**src/rtl/it_alu.sv**
```systemverilog
// it_alu: handshaked integer ALU. Single-cycle ADD/SUB/AND/OR/NOT/XOR,
// iterative WIDTH-step signed MUL (shift-add) and DIV (restoring).
// The result is held in a DONE state until the consumer takes it.
module it_alu #(
  parameter int WIDTH = 32
) (
  input  logic             clk,
  input  logic             rst,
  input  logic             in_valid,
  output logic             in_ready,
  input  logic [WIDTH-1:0] val_A,
  input  logic [WIDTH-1:0] val_B,
  input  logic [2:0]       ALU_op,
  output logic             out_valid,
  input  logic             out_ready,
  output logic [WIDTH-1:0] ALU_out,
  output logic [31:0]      flags
);

  localparam logic [2:0] OP_ADD = 3'b000;
  localparam logic [2:0] OP_SUB = 3'b001;
  localparam logic [2:0] OP_AND = 3'b010;
  localparam logic [2:0] OP_OR  = 3'b011;
  localparam logic [2:0] OP_MUL = 3'b100;
  localparam logic [2:0] OP_DIV = 3'b101;
  localparam logic [2:0] OP_NOT = 3'b110;
  localparam logic [2:0] OP_XOR = 3'b111;

  localparam int CNT_W = $clog2(WIDTH + 1);

  typedef enum logic [1:0] {IDLE, BUSY, DONE} state_t;

  state_t             state;
  logic [CNT_W-1:0]   step_cnt;
  logic               is_div;
  logic               neg_res;
  logic [WIDTH-1:0]   mag_m;    // multiplicand (MUL) or divisor (DIV) magnitude
  logic [WIDTH-1:0]   work_hi;  // product high half / partial remainder
  logic [WIDTH-1:0]   work_lo;  // multiplier bits / dividend-then-quotient bits

  // Unsigned magnitude of a two's-complement value; the most negative value
  // maps onto 2^(WIDTH-1), which still fits as an unsigned WIDTH-bit number.
  function automatic logic [WIDTH-1:0] magnitude(input logic [WIDTH-1:0] x);
    return x[WIDTH-1] ? (-x) : x;
  endfunction

  function automatic logic [31:0] flag_word(input logic [WIDTH-1:0] res,
                                            input logic inv, input logic ovf);
    return {res[WIDTH-1], (res == '0), inv, ovf, 28'd0};
  endfunction

  // Single-cycle results, computed straight from the presented operands.
  logic [WIDTH-1:0] add_res, sub_res, simple_res;
  logic             simple_v;

  // Combinational result for the single-cycle operations.
  always_comb begin
    // NOTE: every always_comb output gets a default first, so no path can leave it unassigned and infer a latch.
    add_res    = val_A + val_B;
    sub_res    = val_A - val_B;
    simple_res = '0;
    simple_v   = 1'b0;
    case (ALU_op)
      OP_ADD: begin
        simple_res = add_res;
        simple_v   = (val_A[WIDTH-1] == val_B[WIDTH-1]) &&
                     (add_res[WIDTH-1] != val_A[WIDTH-1]);
      end
      OP_SUB: begin
        simple_res = sub_res;
        simple_v   = (val_A[WIDTH-1] != val_B[WIDTH-1]) &&
                     (sub_res[WIDTH-1] != val_A[WIDTH-1]);
      end
      OP_AND:  simple_res = val_A & val_B;
      OP_OR:   simple_res = val_A | val_B;
      OP_NOT:  simple_res = ~val_B;
      OP_XOR:  simple_res = val_A ^ val_B;
      default: simple_res = '0;
    endcase
  end

  // One iteration step of shift-add multiply or restoring divide.
  logic [WIDTH:0]   mul_sum;
  logic [WIDTH:0]   div_sh;
  logic [WIDTH-1:0] div_sub;
  logic             div_ge;
  logic [WIDTH-1:0] nxt_hi, nxt_lo;

  // Next working-register values for one BUSY cycle.
  always_comb begin
    mul_sum = {1'b0, work_hi} + (work_lo[0] ? {1'b0, mag_m} : '0);
    div_sh  = {work_hi, work_lo[WIDTH-1]};
    div_ge  = (div_sh >= {1'b0, mag_m});
    div_sub = div_sh[WIDTH-1:0] - mag_m;
    if (is_div) begin
      nxt_hi = div_ge ? div_sub : div_sh[WIDTH-1:0];
      nxt_lo = {work_lo[WIDTH-2:0], div_ge};
    end else begin
      nxt_hi = mul_sum[WIDTH:1];
      nxt_lo = {mul_sum[0], work_lo[WIDTH-1:1]};
    end
  end

  // Sign correction and flag derivation applied on the final step.
  logic [2*WIDTH-1:0] prod_mag, prod;
  logic [WIDTH-1:0]   quo, iter_res;
  logic               div_zero, iter_v, iter_i;

  // Final result of the iterative operations from the last step's values.
  always_comb begin
    prod_mag = {nxt_hi, nxt_lo};
    prod     = neg_res ? (-prod_mag) : prod_mag;
    quo      = neg_res ? (-nxt_lo) : nxt_lo;
    div_zero = (mag_m == '0);
    iter_res = '0;
    iter_v   = 1'b0;
    iter_i   = 1'b0;
    if (is_div) begin
      iter_res = div_zero ? '0 : quo;
      iter_i   = div_zero;
      // Only MIN / -1 yields a positive quotient of magnitude 2^(WIDTH-1).
      iter_v   = !div_zero && !neg_res && nxt_lo[WIDTH-1];
    end else begin
      iter_res = prod[WIDTH-1:0];
      iter_v   = (prod[2*WIDTH-1:WIDTH] != {WIDTH{prod[WIDTH-1]}});
    end
  end

  // Control FSM with registered handshake outputs, result and datapath.
  always_ff @(posedge clk) begin
    // NOTE: sequential state uses non-blocking assignments so every register samples pre-edge values.
    if (rst) begin
      state     <= IDLE;
      in_ready  <= 1'b1;
      out_valid <= 1'b0;
      ALU_out   <= '0;
      flags     <= '0;
      step_cnt  <= '0;
      is_div    <= 1'b0;
      neg_res   <= 1'b0;
      mag_m     <= '0;
      work_hi   <= '0;
      work_lo   <= '0;
    end else begin
      case (state)
        IDLE: begin
          if (in_valid) begin
            in_ready <= 1'b0;
            if (ALU_op == OP_MUL || ALU_op == OP_DIV) begin
              is_div   <= (ALU_op == OP_DIV);
              neg_res  <= val_A[WIDTH-1] ^ val_B[WIDTH-1];
              mag_m    <= (ALU_op == OP_DIV) ? magnitude(val_B) : magnitude(val_A);
              work_lo  <= (ALU_op == OP_DIV) ? magnitude(val_A) : magnitude(val_B);
              work_hi  <= '0;
              step_cnt <= '0;
              state    <= BUSY;
            end else begin
              ALU_out   <= simple_res;
              flags     <= flag_word(simple_res, 1'b0, simple_v);
              out_valid <= 1'b1;
              state     <= DONE;
            end
          end
        end
        BUSY: begin
          work_hi  <= nxt_hi;
          work_lo  <= nxt_lo;
          step_cnt <= step_cnt + 1'b1;
          if (step_cnt == CNT_W'(WIDTH - 1)) begin
            ALU_out   <= iter_res;
            flags     <= flag_word(iter_res, iter_i, iter_v);
            out_valid <= 1'b1;
            step_cnt  <= '0;
            state     <= DONE;
          end
        end
        DONE: begin
          if (out_ready) begin
            out_valid <= 1'b0;
            in_ready  <= 1'b1;
            state     <= IDLE;
          end
        end
        default: begin
          state     <= IDLE;
          in_ready  <= 1'b1;
          out_valid <= 1'b0;
        end
      endcase
    end
  end

endmodule

```
**config.mk**
```make
export PLATFORM = sky130hd
export DESIGN_NAME = it_alu
export DESIGN_NICKNAME = d
export VERILOG_FILES = /design/src/rtl/it_alu.sv
export SDC_FILE = /design/constraint.sdc
export NUM_CORES = 1
export LEC_CHECK = 0
export BUFFER_PORTS_ARGS = -buffer_cell sky130_fd_sc_hd__buf_2
export CAP_MARGIN = 30
export CORE_AREA = 5 5 208 210
export CTS_CLUSTER_SIZE = 16
export DETAILED_ROUTE_END_ITERATION = 10
export DIE_AREA = 0 0 213 215
export PLACE_DENSITY = 0.7
export REMOVE_ABC_BUFFERS = 1
export SLEW_MARGIN = 20
export SYNTH_ARGS = -nofsm -noshare
export SYNTH_HDL_FRONTEND = slang
export SYNTH_SLANG_ARGS = --single-unit
```
**constraint.sdc**
```tcl
create_clock -name clk -period 5.9 [get_ports clk]
set_input_delay 0.295 -clock clk [delete_from_list [all_inputs] [get_ports clk]]
set_output_delay 0.295 -clock clk [all_outputs]
set_load 0.1 [all_outputs]
```
==> flow_metrics.py <==
metrics = {
    "run_status": {
        "status": "finished clean",
    },
    "routing": {
        "routedWlPerCell_um": 21.72,
        "first_pass_iters": 6,
        "drc": 0,
        "antenna_left": 0,
        "route.vias.total": 22854,
        "route.final.wire_length_um": 78160,
        "routed_via_density": 6.350,
        "drt_iter0_markers": 2268,
    },
    "layout": {
        "final_area_um2": 22890,
        "final_layout_size_suffix_gt1_share_pct": 15.03,
        "diodes": 0,
        "nets": 3285,
        "fill_cells": 4062,
        "area_delta_synth_final_pct": 12.18,
    },
    "worst_setup_path": {
        "critical_path.max_fanout": 4,
        "path_delay_family": "compound AO/OA/AOI/OAI gates",
        "arrival_ns": 6.06,
        "cpPeakStageDelay_ns": 0.77,
        "path_cells": "and2_1, ha_1, inv_1, fa_1, nand2b_1, a21oi_1, o22ai_1, buf_4, a211o_1, a21oi_1, o21a_1, a211oi_1, or4b_2, o21ai_4, xnor2_1, or4_1, o22ai_1, nand2_1, nor4_2, o21ai_1",
        "critical_path_class": "reg2reg",
        "start_kind": "flop",
        "cp_data_required_time_ns": 6.26,
        "crit_path_end_kind": "flop",
        "cpMaxStageDelayCell": "or4b_2",
        "crit_buf_inv": 2,
    },
    "floorplan": {
        "fp.coreArea_um2": 41380,
        "start_util_pct": 49.30,
        "die_h_um": 215,
        "core.rowCount": 75,
        "dieArea_um2": 45800,
        "ios": 137,
        "dieWidth_um": 213,
    },
    "synth": {
        "synthCells": 2949,
        "ys_seq_elements": 143,
        "yosysSeqAreaShare_pct": 14.03,
        "synth_commonest_cells": "359 x nand2_1, 318 x nor2_1, 191 x a21oi_1",
        "synth_ff_type": "dfxtp_1",
        "yosys_warnings": 0,
        "synthesis.area_um2": 20400,
        "yosysMostFrequentCell": "nand2_1",
        "synthArstFlopShare_pct": 0,
        "synth-edff-count": 0,
        "yosysTopAreaCell": "dfxtp_1",
        "yosysTopAreaCellShare_pct": 14.03,
        "synth.distinct_cells": 107,
        "synth.area.top_cells": "dfxtp_1 14%, ha_1 10%, nand2_1 6.6%",
        "syn_area_per_cell_um2": 6.918,
    },
    "power": {
        "power_density_nw_per_um2": 184.1,
        "leakage_nw": 9.700,
        "ir_drop_v": 0.0002254,
    },
    "job": {
        "max-cap-violations": 0,
    },
    "place": {
        "dp_hpwl_um": 60450,
        "routabilityCongestion": 0.9755,
        "placed_area_um2": 21950,
        "port_buffers": 108,
    },
    "timing": {
        "fin_crit_sh_pct": 96.68,
        "maxSlewHeadroom_pct": 37.85,
        "max_freq_mhz": 175.3,
        "fin_skew_ns": 0.01436,
        "tightestPinTransition_ns": 0.9290,
        "rsz0062_at_grt": "true",
        "setup-violations-final": 0,
        "period_needed_ns": 5.704,
        "hold_ws_ns": 0.1474,
        "finalHoldViolCount": 0,
        "maxSlewViolCount": 0,
    },
    "global_route": {
        "antenna_found_initial": 0,
        "grt_pass1_wl_um": 119900,
        "grt_pass1_vias": 21492,
        "grt_overflow_total": 0,
        "grt_usage_pct": 32.56,
        "grt_max_degree": 76,
    },
    "cts": {
        "cts_buffers": 17,
        "clockBufferDepth": 2,
        "clock_latency_ns": 0.47,
        "clock_sinks": 143,
        "cts_tree": "done",
        "cts_root_buf": "clkbuf_16",
        "clkTransAtPathRegs_ns": 0.07,
        "htree_levels": 4,
    },
    "worst_hold_path": {
        "hold_path.class": "in2reg",
    },
}
cell usage in the layout (no fill, tap or decap), types with 51 or more instances in the layout:
| cell | instances |
|---|---|
| dfxtp_1 | 130 |
| o21ai_0 | 161 |
| inv_1 | 172 |
| buf_2 | 106 |
| nor2_1 | 315 |
| buf_4 | 163 |
| nor3_1 | 92 |
| a21oi_1 | 183 |
| ha_1 | 148 |
| nand3_1 | 83 |
| nand2_1 | 354 |
| xnor2_1 | 140 |
| a21o_1 | 51 |
| o211ai_1 | 63 |
worst min-delay path, stage by stage:
cell	delay, ns
buf_2	0.14
nand2_1	0.06
a311oi_1	0.07
per-layer routing:
metal	GRT usage, %	vias to the layer above	share of wire (%)
met2	52.33	1098	46
met3	4.608	173	8.3
met4	13.53	0	4.1
met5	0	-	0
met1	43.71	10857	42
li1	-	10726	-
repair_timing:
| item | in CTS | in global routing |
|---|---|---|
| hold buffers | 0 | 0 |
| buffers inserted | 0 | 9 |
| endpoints found under the setup margin | 2 | 2 |
| gates resized for setup | 3 | 51 |
| pin swaps | 0 | 32 |
| gates cloned | 0 | 0 |
cells by family (layout without fill, tap and decap cells):
logic type / after synthesis / after routing / synth area share, %
AND/OR/NAND/NOR: 1137 / 1137 / 26.45
AO/OA/AOI/OAI: 838 / 838 / 28.02
buffers and inverters: 397 / 481 / 8.194
XOR/XNOR: 190 / 190 / 8.157
adder cells (fa/ha/maj): 167 / 167 / 10.39
flip-flops: 143 / 143 / 14.03
multiplexers: 76 / 76 / 4.735
other: 1 / 28 / 0.01838
where the power goes:
part           switching [mW]  total, mW  internal, mW  leakage, nW
clock                   0.519       1.16         0.641        0.274
combinational            1.34       1.99         0.652         8.26
sequential             0.0453       1.06          1.01         1.17
registers in the layout (all words and copies together), names as in the netlist, 2 cells and up:
register / flops
flags: 4
ALU_out: 31
work_hi: 32
mag_m: 32
state: 2
work_lo: 32
step_cnt: 6
per-stage QoR:
stage / setup slack [ns] / TNS, ns / util [%] / std cells / power [mW]
floorplan: -2.265 / -15.89 / - / 2754 / 2.371
global placement: -0.009102 / -0.009102 / 52.92 / 3553 / 2.976
detailed placement: -0.09033 / -0.1153 / 53.04 / 3556 / 2.999
CTS: -0.03753 / -0.03753 / 54.50 / 3588 / 4.163
global route: -0.05763 / -0.05763 / 55.30 / 3599 / 4.391
finish: 0.1960 / 0 / 55.30 / 3599 / 4.212
area by class of cell:
cell class	count	area, um2	share of cell area, %
multi-input combinational	2436	16240	70.96
sequential	143	2882	12.59
timing repair buffer	274	1839	8.037
tap	539	674.4	2.947
inverter	175	656.9	2.870
clock buffer	19	442.9	1.935
clock inverter	13	150.1	0.6561
final timing paths:
path                          startpoint                      to  slack, ns  cells past startpoint
setup / recovery   mag_m[0]$_SDFFE_PP0P_  flags[28]$_SDFFE_PP0P_       0.20                     20
hold / removal                  val_B[0]   mag_m[0]$_SDFFE_PP0P_       0.15                      3
setup reg to reg   mag_m[0]$_SDFFE_PP0P_  flags[28]$_SDFFE_PP0P_       0.20                     20
hold reg to reg   flags[29]$_SDFFE_PP0P_  flags[29]$_SDFFE_PP0P_       0.45                      2
No activity file was read; power rests on OpenSTA's default activity.
